--- src/rtl/mips_ifetch_if.sv ---
// ---------------------------------------------------------------------------
// mips_ifetch_if
// Bundles the instruction-memory read port and the fetch-to-decoder
// handshake of the MIPS instruction fetch unit.
//
//   imem_req     fetch -> mem   one-cycle read request
//   imem_addr    fetch -> mem   read address (current pc)
//   imem_rvalid  mem -> fetch   read data valid
//   imem_rdata   mem -> fetch   instruction word
//   inst_valid   fetch -> dec   held instruction is valid
//   inst_ready   dec -> fetch   decoder accepts the instruction
//   inst         fetch -> dec   held instruction word
//   op           fetch -> dec   inst[31:26]
//   inst_pc      fetch -> dec   address of the held instruction
//   pc_plus4     fetch -> dec   inst_pc + 4
//   branch       dec -> fetch   Branch for the held instruction
//   zero         dec -> fetch   ALU zero flag for the held instruction
//   jump         dec -> fetch   Jump for the held instruction
//   inst_count   fetch -> dec   number of accepted instructions
//
// master: the fetch unit side; slave: memory/decoder side.
// ---------------------------------------------------------------------------
interface mips_ifetch_if;
    logic        imem_req;
    logic [31:0] imem_addr;
    logic        imem_rvalid;
    logic [31:0] imem_rdata;
    logic        inst_valid;
    logic        inst_ready;
    logic [31:0] inst;
    logic [5:0]  op;
    logic [31:0] inst_pc;
    logic [31:0] pc_plus4;
    logic        branch;
    logic        zero;
    logic        jump;
    logic [31:0] inst_count;

    modport master (
        output imem_req,
        output imem_addr,
        input  imem_rvalid,
        input  imem_rdata,
        output inst_valid,
        input  inst_ready,
        output inst,
        output op,
        output inst_pc,
        output pc_plus4,
        input  branch,
        input  zero,
        input  jump,
        output inst_count
    );

    modport slave (
        input  imem_req,
        input  imem_addr,
        output imem_rvalid,
        output imem_rdata,
        input  inst_valid,
        output inst_ready,
        input  inst,
        input  op,
        input  inst_pc,
        input  pc_plus4,
        output branch,
        output zero,
        output jump,
        input  inst_count
    );
endinterface

--- src/rtl/mips_ifetch.sv ---
// ---------------------------------------------------------------------------
// mips_ifetch
// Instruction fetch unit of the MIPS datapath. Holds the PC, issues one
// instruction-memory read at a time, presents the fetched word to the
// control decoder through a valid/ready handshake and selects the next PC
// (sequential, beq-taken or jump) when the decoder accepts the instruction.
//
// Ports:
//   clk    in   clock, all state updates on the rising edge
//   rst_n  in   asynchronous active-low reset
//   bus    if   mips_ifetch_if.master (memory port + decoder handshake)
//
// Parameter:
//   RESET_PC   PC loaded on reset, word aligned
// ---------------------------------------------------------------------------
module mips_ifetch #(
    parameter logic [31:0] RESET_PC = 32'h0000_3000
) (
    input  logic          clk,
    input  logic          rst_n,
    mips_ifetch_if.master bus
);

    localparam logic [1:0] IDLE  = 2'd0;
    localparam logic [1:0] FETCH = 2'd1;
    localparam logic [1:0] WAIT  = 2'd2;
    localparam logic [1:0] HOLD  = 2'd3;

    logic [1:0]  state_q, state_d;
    logic [31:0] pc_q, pc_d;
    logic [31:0] inst_q, inst_d;
    logic [31:0] count_q, count_d;
    logic        valid_q, valid_d;

    logic [31:0] pc_plus4;
    logic [31:0] branch_target;
    logic [31:0] jump_target;
    logic [31:0] next_pc;
    logic        accept;

    // The held instruction always lives at pc, so its successor and both
    // control-flow targets are derived directly from pc_q and inst_q.
    assign pc_plus4      = pc_q + 32'd4;
    assign branch_target = pc_plus4 + {{14{inst_q[15]}}, inst_q[15:0], 2'b00};
    assign jump_target   = {pc_plus4[31:28], inst_q[25:0], 2'b00};
    assign accept        = (state_q == HOLD) && bus.inst_ready;

    // Next-PC mux: jump wins over a taken branch. Only consumed on accept,
    // so branch/zero/jump have no effect in any other cycle.
    always_comb begin
        next_pc = pc_plus4;
        if (bus.jump) begin
            next_pc = jump_target;
        end else if (bus.branch && bus.zero) begin
            next_pc = branch_target;
        end
    end

    // Fetch sequencing: IDLE -> FETCH -> WAIT (until rvalid) -> HOLD (until
    // accepted) -> FETCH. rvalid is only looked at in WAIT, which both keeps
    // a single request outstanding and drops responses that arrive in any
    // other state, e.g. a stale one from before a reset.
    always_comb begin
        state_d = state_q;
        pc_d    = pc_q;
        inst_d  = inst_q;
        count_d = count_q;
        valid_d = valid_q;
        case (state_q)
            IDLE: begin
                state_d = FETCH;
            end
            FETCH: begin
                state_d = WAIT;
            end
            WAIT: begin
                if (bus.imem_rvalid) begin
                    inst_d  = bus.imem_rdata;
                    valid_d = 1'b1;
                    state_d = HOLD;
                end
            end
            HOLD: begin
                if (accept) begin
                    pc_d    = next_pc;
                    count_d = count_q + 32'd1;
                    valid_d = 1'b0;
                    state_d = FETCH;
                end
            end
            default: begin
                state_d = IDLE;
            end
        endcase
    end

    // State registers. The instruction word is kept after acceptance; only
    // inst_valid qualifies it.
    always_ff @(posedge clk or negedge rst_n) begin
        if (!rst_n) begin
            state_q <= IDLE;
            pc_q    <= RESET_PC;
            inst_q  <= 32'd0;
            count_q <= 32'd0;
            valid_q <= 1'b0;
        end else begin
            state_q <= state_d;
            pc_q    <= pc_d;
            inst_q  <= inst_d;
            count_q <= count_d;
            valid_q <= valid_d;
        end
    end

    // All outputs are decoded from registered state only, so they are
    // stable for the whole cycle and free of input-to-output paths.
    assign bus.imem_req   = (state_q == FETCH);
    assign bus.imem_addr  = pc_q;
    assign bus.inst_valid = valid_q;
    assign bus.inst       = inst_q;
    assign bus.op         = inst_q[31:26];
    assign bus.inst_pc    = pc_q;
    assign bus.pc_plus4   = pc_plus4;
    assign bus.inst_count = count_q;

endmodule

--- src/flat_wrapper.sv ---
// flat-port wrapper written by rule: the top's interface ports become plain ports
module mips_ifetch_flat 
#(
    parameter logic [31:0] RESET_PC = 32'h0000_3000
)
  (clk, rst_n, bus_imem_req, bus_imem_addr, bus_imem_rvalid, bus_imem_rdata, bus_inst_valid, bus_inst_ready, bus_inst, bus_op, bus_inst_pc, bus_pc_plus4, bus_branch, bus_zero, bus_jump, bus_inst_count);
  mips_ifetch_if bus_i ();
  input  logic clk;
  input  logic rst_n;
  output wire logic [$bits(bus_i.imem_req)-1:0] bus_imem_req;
  output wire logic [$bits(bus_i.imem_addr)-1:0] bus_imem_addr;
  input wire logic [$bits(bus_i.imem_rvalid)-1:0] bus_imem_rvalid;
  input wire logic [$bits(bus_i.imem_rdata)-1:0] bus_imem_rdata;
  output wire logic [$bits(bus_i.inst_valid)-1:0] bus_inst_valid;
  input wire logic [$bits(bus_i.inst_ready)-1:0] bus_inst_ready;
  output wire logic [$bits(bus_i.inst)-1:0] bus_inst;
  output wire logic [$bits(bus_i.op)-1:0] bus_op;
  output wire logic [$bits(bus_i.inst_pc)-1:0] bus_inst_pc;
  output wire logic [$bits(bus_i.pc_plus4)-1:0] bus_pc_plus4;
  input wire logic [$bits(bus_i.branch)-1:0] bus_branch;
  input wire logic [$bits(bus_i.zero)-1:0] bus_zero;
  input wire logic [$bits(bus_i.jump)-1:0] bus_jump;
  output wire logic [$bits(bus_i.inst_count)-1:0] bus_inst_count;
  assign bus_imem_req = bus_i.imem_req;
  assign bus_imem_addr = bus_i.imem_addr;
  assign bus_i.imem_rvalid = bus_imem_rvalid;
  assign bus_i.imem_rdata = bus_imem_rdata;
  assign bus_inst_valid = bus_i.inst_valid;
  assign bus_i.inst_ready = bus_inst_ready;
  assign bus_inst = bus_i.inst;
  assign bus_op = bus_i.op;
  assign bus_inst_pc = bus_i.inst_pc;
  assign bus_pc_plus4 = bus_i.pc_plus4;
  assign bus_i.branch = bus_branch;
  assign bus_i.zero = bus_zero;
  assign bus_i.jump = bus_jump;
  assign bus_inst_count = bus_i.inst_count;
  mips_ifetch #(.RESET_PC(RESET_PC)) u_core (.clk(clk), .rst_n(rst_n), .bus(bus_i));
endmodule
--- config.mk ---
export PLATFORM = sky130hd
export DESIGN_NAME = mips_ifetch_flat
export DESIGN_NICKNAME = d
export VERILOG_FILES = /design/src/rtl/mips_ifetch_if.sv /design/src/rtl/mips_ifetch.sv /design/src/flat_wrapper.sv
export SDC_FILE = /design/constraint.sdc
export NUM_CORES = 1
export LEC_CHECK = 0
export BUFFER_PORTS_ARGS = -buffer_cell sky130_fd_sc_hd__buf_4
export CELL_PAD_IN_SITES_DETAIL_PLACEMENT = 1
export CELL_PAD_IN_SITES_GLOBAL_PLACEMENT = 2
export CORE_UTILIZATION = 28
export CTS_CLUSTER_SIZE = 28
export DETAILED_ROUTE_END_ITERATION = 8
export GPL_TIMING_DRIVEN = 0
export HOLD_SLACK_MARGIN = 0.12
export PLACE_DENSITY_LB_ADDON = 0.1
export SYNTH_ARGS = -nofsm -noshare
export SYNTH_HDL_FRONTEND = slang
export SYNTH_SLANG_ARGS = --single-unit
--- constraint.sdc ---
create_clock -name clk -period 3.44 [get_ports clk]
set_input_delay 0.516 -clock clk [delete_from_list [all_inputs] [get_ports clk]]
set_output_delay 0.516 -clock clk [all_outputs]
set_load 0.03 [all_outputs]
==> flow_summary.html <==
<table>
<tr><th>Metric</th><th>Value</th></tr>
<tr><th colspan="2">STA</th></tr>
<tr><td>Worst relative slew slack</td><td>0.228</td></tr>
<tr><td>Fmax</td><td>0.295 GHz</td></tr>
<tr><td>Period utilization</td><td>0.986</td></tr>
<tr><td>Final-layout setup total negative slack</td><td>0 ps</td></tr>
<tr><td>Hold Violations, Final</td><td>0</td></tr>
<tr><td>Worst-Margin Slew</td><td>1160 ps</td></tr>
<tr><td>Period minus WS final</td><td>3390 ps</td></tr>
<tr><td>Endpoints failing setup</td><td>0</td></tr>
<tr><td>Unrepaired setup endpoints after global routing</td><td>yes</td></tr>
<tr><td>Clock Skew</td><td>12.9 ps</td></tr>
<tr><td>Max-slew violation count</td><td>0</td></tr>
<tr><td>Post-route setup slack</td><td>49.6 ps</td></tr>
<tr><th colspan="2">Global route</th></tr>
<tr><td>Met3 track utilization from global routing</td><td>0.0328</td></tr>
<tr><td>Met1 capacity usage during global routing</td><td>0.280</td></tr>
<tr><td>Total congestion overflow</td><td>0</td></tr>
<tr><td>Global routing usage summed across all routing layers</td><td>0.201</td></tr>
<tr><td>Number of global-route vias before repair</td><td>6,390</td></tr>
<tr><td>Met2 Usage GRT</td><td>0.327</td></tr>
<tr><td>Antenna violations before repair</td><td>0</td></tr>
<tr><td>Pin count of the biggest net entering global routing</td><td>98</td></tr>
<tr><td>Global-route wire length before repair</td><td>37,400 um</td></tr>
<tr><td>Routing layer with the top usage in global route</td><td>met2</td></tr>
<tr><th colspan="2">Clock network</th></tr>
<tr><td>TritonCTS Sinks</td><td>97</td></tr>
<tr><td>Cell chosen for the clock root</td><td>sky130_fd_sc_hd__clkbuf_16</td></tr>
<tr><td>Clock tree from TritonCTS</td><td>yes</td></tr>
<tr><td>Maximum root-to-sink buffer count</td><td>2</td></tr>
<tr><td>Count of hold buffers inserted by post-cts repair</td><td>0</td></tr>
<tr><td>Clock transition at the registers of the reported paths</td><td>80 ps</td></tr>
<tr><td>Inserted Clock Buffers</td><td>9</td></tr>
<tr><td>Number of H-tree levels</td><td>3</td></tr>
<tr><td>Clock latency reported for the late side of the worst-skew pair</td><td>360 ps</td></tr>
<tr><th colspan="2">Routing</th></tr>
<tr><td>Initial DRC count</td><td>170</td></tr>
<tr><td>Residual antenna-violating net count after detailed routing</td><td>0</td></tr>
<tr><td>Final routed DRC violation total</td><td>0</td></tr>
<tr><td>Avg Vias per Cell</td><td>4.90</td></tr>
<tr><td>Final WL</td><td>24,500 um</td></tr>
<tr><td>Via total after detailed routing</td><td>6,434</td></tr>
<tr><td>First-pass iteration count of the detailed router</td><td>4</td></tr>
<tr><td>Average detailed-routed wire length per instance</td><td>18.6 um</td></tr>
<tr><th colspan="2">Yosys</th></tr>
<tr><td>Number of storage elements in the synthesis netlist</td><td>97</td></tr>
<tr><td>Synth unique cells</td><td>64</td></tr>
<tr><td>Number of warnings issued by yosys</td><td>0</td></tr>
<tr><td>Async S/R FF share, synth</td><td>1.00</td></tr>
<tr><td>Cells after Synth</td><td>743</td></tr>
<tr><td>Netlist area before placement</td><td>6780 um^2</td></tr>
<tr><td>Average size of a mapped cell</td><td>9.12 um^2</td></tr>
<tr><td>Number of flops mapped to enable cells by yosys</td><td>0</td></tr>
<tr><td>Share of synthesized area occupied by flip-flops and latches</td><td>0.358</td></tr>
<tr><td>Most common flop cell mapped by yosys</td><td>sky130_fd_sc_hd__dfrtp_1</td></tr>
<tr><th colspan="2">Floorplanning</th></tr>
<tr><td>Site Rows</td><td>56</td></tr>
<tr><td>Initial cell density of the core</td><td>0.287</td></tr>
<tr><td>Chip width</td><td>158 um</td></tr>
<tr><td>Core outline area</td><td>23,600 um^2</td></tr>
<tr><td>Number of primary I/O pins</td><td>207</td></tr>
<tr><td>Die span in y</td><td>158 um</td></tr>
<tr><td>Overall die area</td><td>24,800 um^2</td></tr>
<tr><th colspan="2">Setup path</th></tr>
<tr><td>Beginning of the critical path</td><td>u_core.bus.imem_addr[12]</td></tr>
<tr><td>Slowest CP cell</td><td>sky130_fd_sc_hd__dfstp_2</td></tr>
<tr><td>Crit-path max FO</td><td>6</td></tr>
<tr><td>Worst R2R Setup Slack</td><td>50 ps</td></tr>
<tr><td>Data arrival time at the worst-slack endpoint</td><td>3630 ps</td></tr>
<tr><td>Endpoint kind of the worst setup timing path</td><td>flop</td></tr>
<tr><td>Ordered cell list for the critical path</td><td>and4_4, nand3_4, or3_4, nor2_4, xor2_4, ha_4, a21oi_4, o21bai_1, a21o_1, a21o_1, a21oi_2, o21ai_1, a21o_1, xnor2_2, o21ai_1</td></tr>
<tr><td>Worst path most repeated cell</td><td>sky130_fd_sc_hd__a21o_1</td></tr>
<tr><td>Number of buffer and inverter instances along the worst setup path</td><td>0</td></tr>
<tr><td>Crit path required time</td><td>3680 ps</td></tr>
<tr><td>Endpoint of the worst register-to-register path</td><td>u_core.bus.imem_addr[29]</td></tr>
<tr><td>Highest cell delay on the worst timing path</td><td>540 ps</td></tr>
<tr><td>Depth of the worst register-to-register path</td><td>15</td></tr>
<tr><td>Worst Setup Path Type</td><td>reg -&gt; reg</td></tr>
<tr><td>Crit path launch type</td><td>flop</td></tr>
<tr><td>FF-to-FF Start</td><td>u_core.bus.imem_addr[12]</td></tr>
<tr><td>Largest delay contributor family on the critical path</td><td>compound AO/OA/AOI/OAI gates</td></tr>
<tr><th colspan="2">Cells and area</th></tr>
<tr><td>ANT cells</td><td>0</td></tr>
<tr><td>Area grow syn2layout</td><td>46.9%</td></tr>
<tr><td>Ratio of cells with drive above 1 in the final layout</td><td>0.434</td></tr>
<tr><td>Number of nets in the final layout</td><td>1,069</td></tr>
<tr><th colspan="2">Pwr</th></tr>
<tr><td>Leak Pwr</td><td>4.65 nW</td></tr>
<tr><td>Cell area power density</td><td>1150 nW/um^2</td></tr>
<tr><td>Peak ir drop on the vdd network</td><td>0.000466 V</td></tr>
<tr><th colspan="2">Status</th></tr>
<tr><td>Outcome</td><td>complete, no violations</td></tr>
<tr><th colspan="2">Placement</th></tr>
<tr><td>Number of input and output port buffers inserted</td><td>199</td></tr>
<tr><td>Final weighted congestion in routability-driven placement</td><td>0.797</td></tr>
<tr><td>Place WS</td><td>-597 ps</td></tr>
<tr><td>Half-perimeter wire length of the detailed placement result</td><td>17,700 um</td></tr>
<tr><th colspan="2">Hold path</th></tr>
<tr><td>Hold Crit Class</td><td>in -&gt; async</td></tr>
<tr><th colspan="2">Job</th></tr>
<tr><td>Reported max-cap violation count</td><td>0</td></tr>
</table>
[cell families (layout without fill, tap and decap cells)]
| group | after synthesis | count (layout) | synth area share |
|---|---|---|---|
| fa+ha+maj | 42 | 42 | 0.0786 |
| simple gates | 231 | 231 | 0.165 |
| compound gates | 177 | 177 | 0.167 |
| xor+xnor | 79 | 79 | 0.103 |
| buf+inv | 81 | 326 | 0.0692 |
| mux | 35 | 35 | 0.0583 |
| flops | 97 | 97 | 0.358 |
| other cells | 1 | 6 | 0.000553 |
[stage by stage]
stage          instance area [um^2]  cells  hold slack (ps)  utilization  power, W
2_1_floorplan                  7100    748              220            -   0.00709
6_report                       9960   1312             90.6        0.422    0.0114
5_1_grt                        9960   1312              120        0.422    0.0122
3_3_place_gp                   9000   1266              464        0.381   0.00943
3_5_place_dp                   9000   1266              483        0.381   0.00946
4_1_cts                        9540   1292              366        0.404    0.0109
[cells in the mapped netlist, types with 2 or more instances]
library cell               instances  area (um^2)
sky130_fd_sc_hd__buf_4            42          315
sky130_fd_sc_hd__nand2b_1          2         12.5
sky130_fd_sc_hd__nand3_1          37          185
sky130_fd_sc_hd__inv_1            14         52.6
sky130_fd_sc_hd__a21oi_1          46          230
sky130_fd_sc_hd__o21ai_1           5         25.0
sky130_fd_sc_hd__mux2i_1           2         20.0
sky130_fd_sc_hd__o211ai_1          9         67.6
sky130_fd_sc_hd__dfstp_2           2         52.6
sky130_fd_sc_hd__or3_1             3         18.8
sky130_fd_sc_hd__a21o_1           20          150
sky130_fd_sc_hd__o31ai_1           4         30.0
sky130_fd_sc_hd__nor4_1            2         12.5
sky130_fd_sc_hd__a31oi_1           4         25.0
sky130_fd_sc_hd__o21ai_0          41          205
sky130_fd_sc_hd__and2_1            8         50.1
sky130_fd_sc_hd__and4_1            4         35.0
sky130_fd_sc_hd__xor2_1           29          254
sky130_fd_sc_hd__o21a_1            7         52.6
sky130_fd_sc_hd__nand4_1          14         87.6
sky130_fd_sc_hd__o211a_1           4         40.0
sky130_fd_sc_hd__xnor2_1          49          429
sky130_fd_sc_hd__nand2_1          80          300
sky130_fd_sc_hd__ha_1             41          513
sky130_fd_sc_hd__and3_1           11         68.8
sky130_fd_sc_hd__mux2_2           32          360
sky130_fd_sc_hd__a211oi_1         10         75.1
sky130_fd_sc_hd__nor3_1           11         55.1
sky130_fd_sc_hd__o21bai_1          5         37.5
sky130_fd_sc_hd__o22ai_1           6         37.5
sky130_fd_sc_hd__o21ai_2           2         17.5
sky130_fd_sc_hd__nor2b_1           2         12.5
sky130_fd_sc_hd__clkbuf_1         20         75.1
sky130_fd_sc_hd__a22oi_1           2         15.0
sky130_fd_sc_hd__buf_1             3         11.3
sky130_fd_sc_hd__dfrtp_1          95         2380
sky130_fd_sc_hd__nor2_1           48          180
[power by group]
group / switching, W / internal (W)
sequential: 0.000695 / 0.00156
clock: 0.000543 / 0.000514
combinational: 0.00460 / 0.00351
total: 0.00584 / 0.00558
[routing by layer]
metal  wire length, um  vias to the layer above
met3              1110                        8
met1             11700                     3200
li1                  -                     3084
met4               167                        0
met2             11500                      142
met5                 0                        -
[worst max path at each step]
stage	endpoint	slack, ps	depth (start not counted)
after CTS	u_core.bus.imem_addr[27]	8	15
after floorplan	u_core.bus.imem_addr[28]	-70	15
after global placement	u_core.bus.imem_addr[24]	-620	15
final	u_core.bus.imem_addr[29]	50	15
after global routing	u_core.bus.imem_addr[30]	-130	15
after detailed placement	u_core.bus.imem_addr[27]	-600	15
[worst register-to-register path, stage by stage (launching register included)]
cell and delay, ps:
sky130_fd_sc_hd__dfstp_2 540, sky130_fd_sc_hd__and4_4 240, sky130_fd_sc_hd__nand3_4 130, sky130_fd_sc_hd__or3_4 490, sky130_fd_sc_hd__nor2_4 160, sky130_fd_sc_hd__xor2_4 200, sky130_fd_sc_hd__ha_4 250, sky130_fd_sc_hd__a21oi_4 180
sky130_fd_sc_hd__o21bai_1 80, sky130_fd_sc_hd__a21o_1 210, sky130_fd_sc_hd__a21o_1 180, sky130_fd_sc_hd__a21oi_2 110, sky130_fd_sc_hd__o21ai_1 60, sky130_fd_sc_hd__a21o_1 190, sky130_fd_sc_hd__xnor2_2 150, sky130_fd_sc_hd__o21ai_1 80
[cell usage in the layout, fill, tap and decap left out, types with 12 or more instances in the layout]
master	instances
sky130_fd_sc_hd__a21o_1	20
sky130_fd_sc_hd__a21oi_2	12
sky130_fd_sc_hd__xnor2_1	34
sky130_fd_sc_hd__buf_4	271
sky130_fd_sc_hd__mux2_2	32
sky130_fd_sc_hd__xor2_1	21
sky130_fd_sc_hd__dfrtp_2	13
sky130_fd_sc_hd__ha_1	29
sky130_fd_sc_hd__nand3_1	28
sky130_fd_sc_hd__dfrtp_1	82
sky130_fd_sc_hd__inv_1	14
sky130_fd_sc_hd__nand4_1	14
sky130_fd_sc_hd__nand2_1	78
sky130_fd_sc_hd__nor2_1	42
sky130_fd_sc_hd__o21ai_0	33
sky130_fd_sc_hd__a21oi_1	31
sky130_fd_sc_hd__clkbuf_1	16
[registers in the layout, indices dropped and copies added (netlist names)]
register,cells
u_core.bus.inst,32
u_core.state_q,2
u_core.bus.inst_count,32
u_core.bus.inst_valid,1
u_core.bus.imem_addr,30
[cell type report]
class                      instances  area [um^2]
buffer                            62          400
tap                              319          399
sequential                        97         2450
clock inverter                     7         72.6
inverter                          15         56.3
clock buffer                       9          225
multi-input combinational        570         4580
fill                            2710        13700
timing repair buffer             233         1780
[timing repair]
item                       4_1_cts  5_1_grt
resized for setup               34       50
setup endpoints to repair       18       15
pin swaps                       14       38
setup buffers                   13       20
No activity file was read; power rests on OpenSTA's default activity.
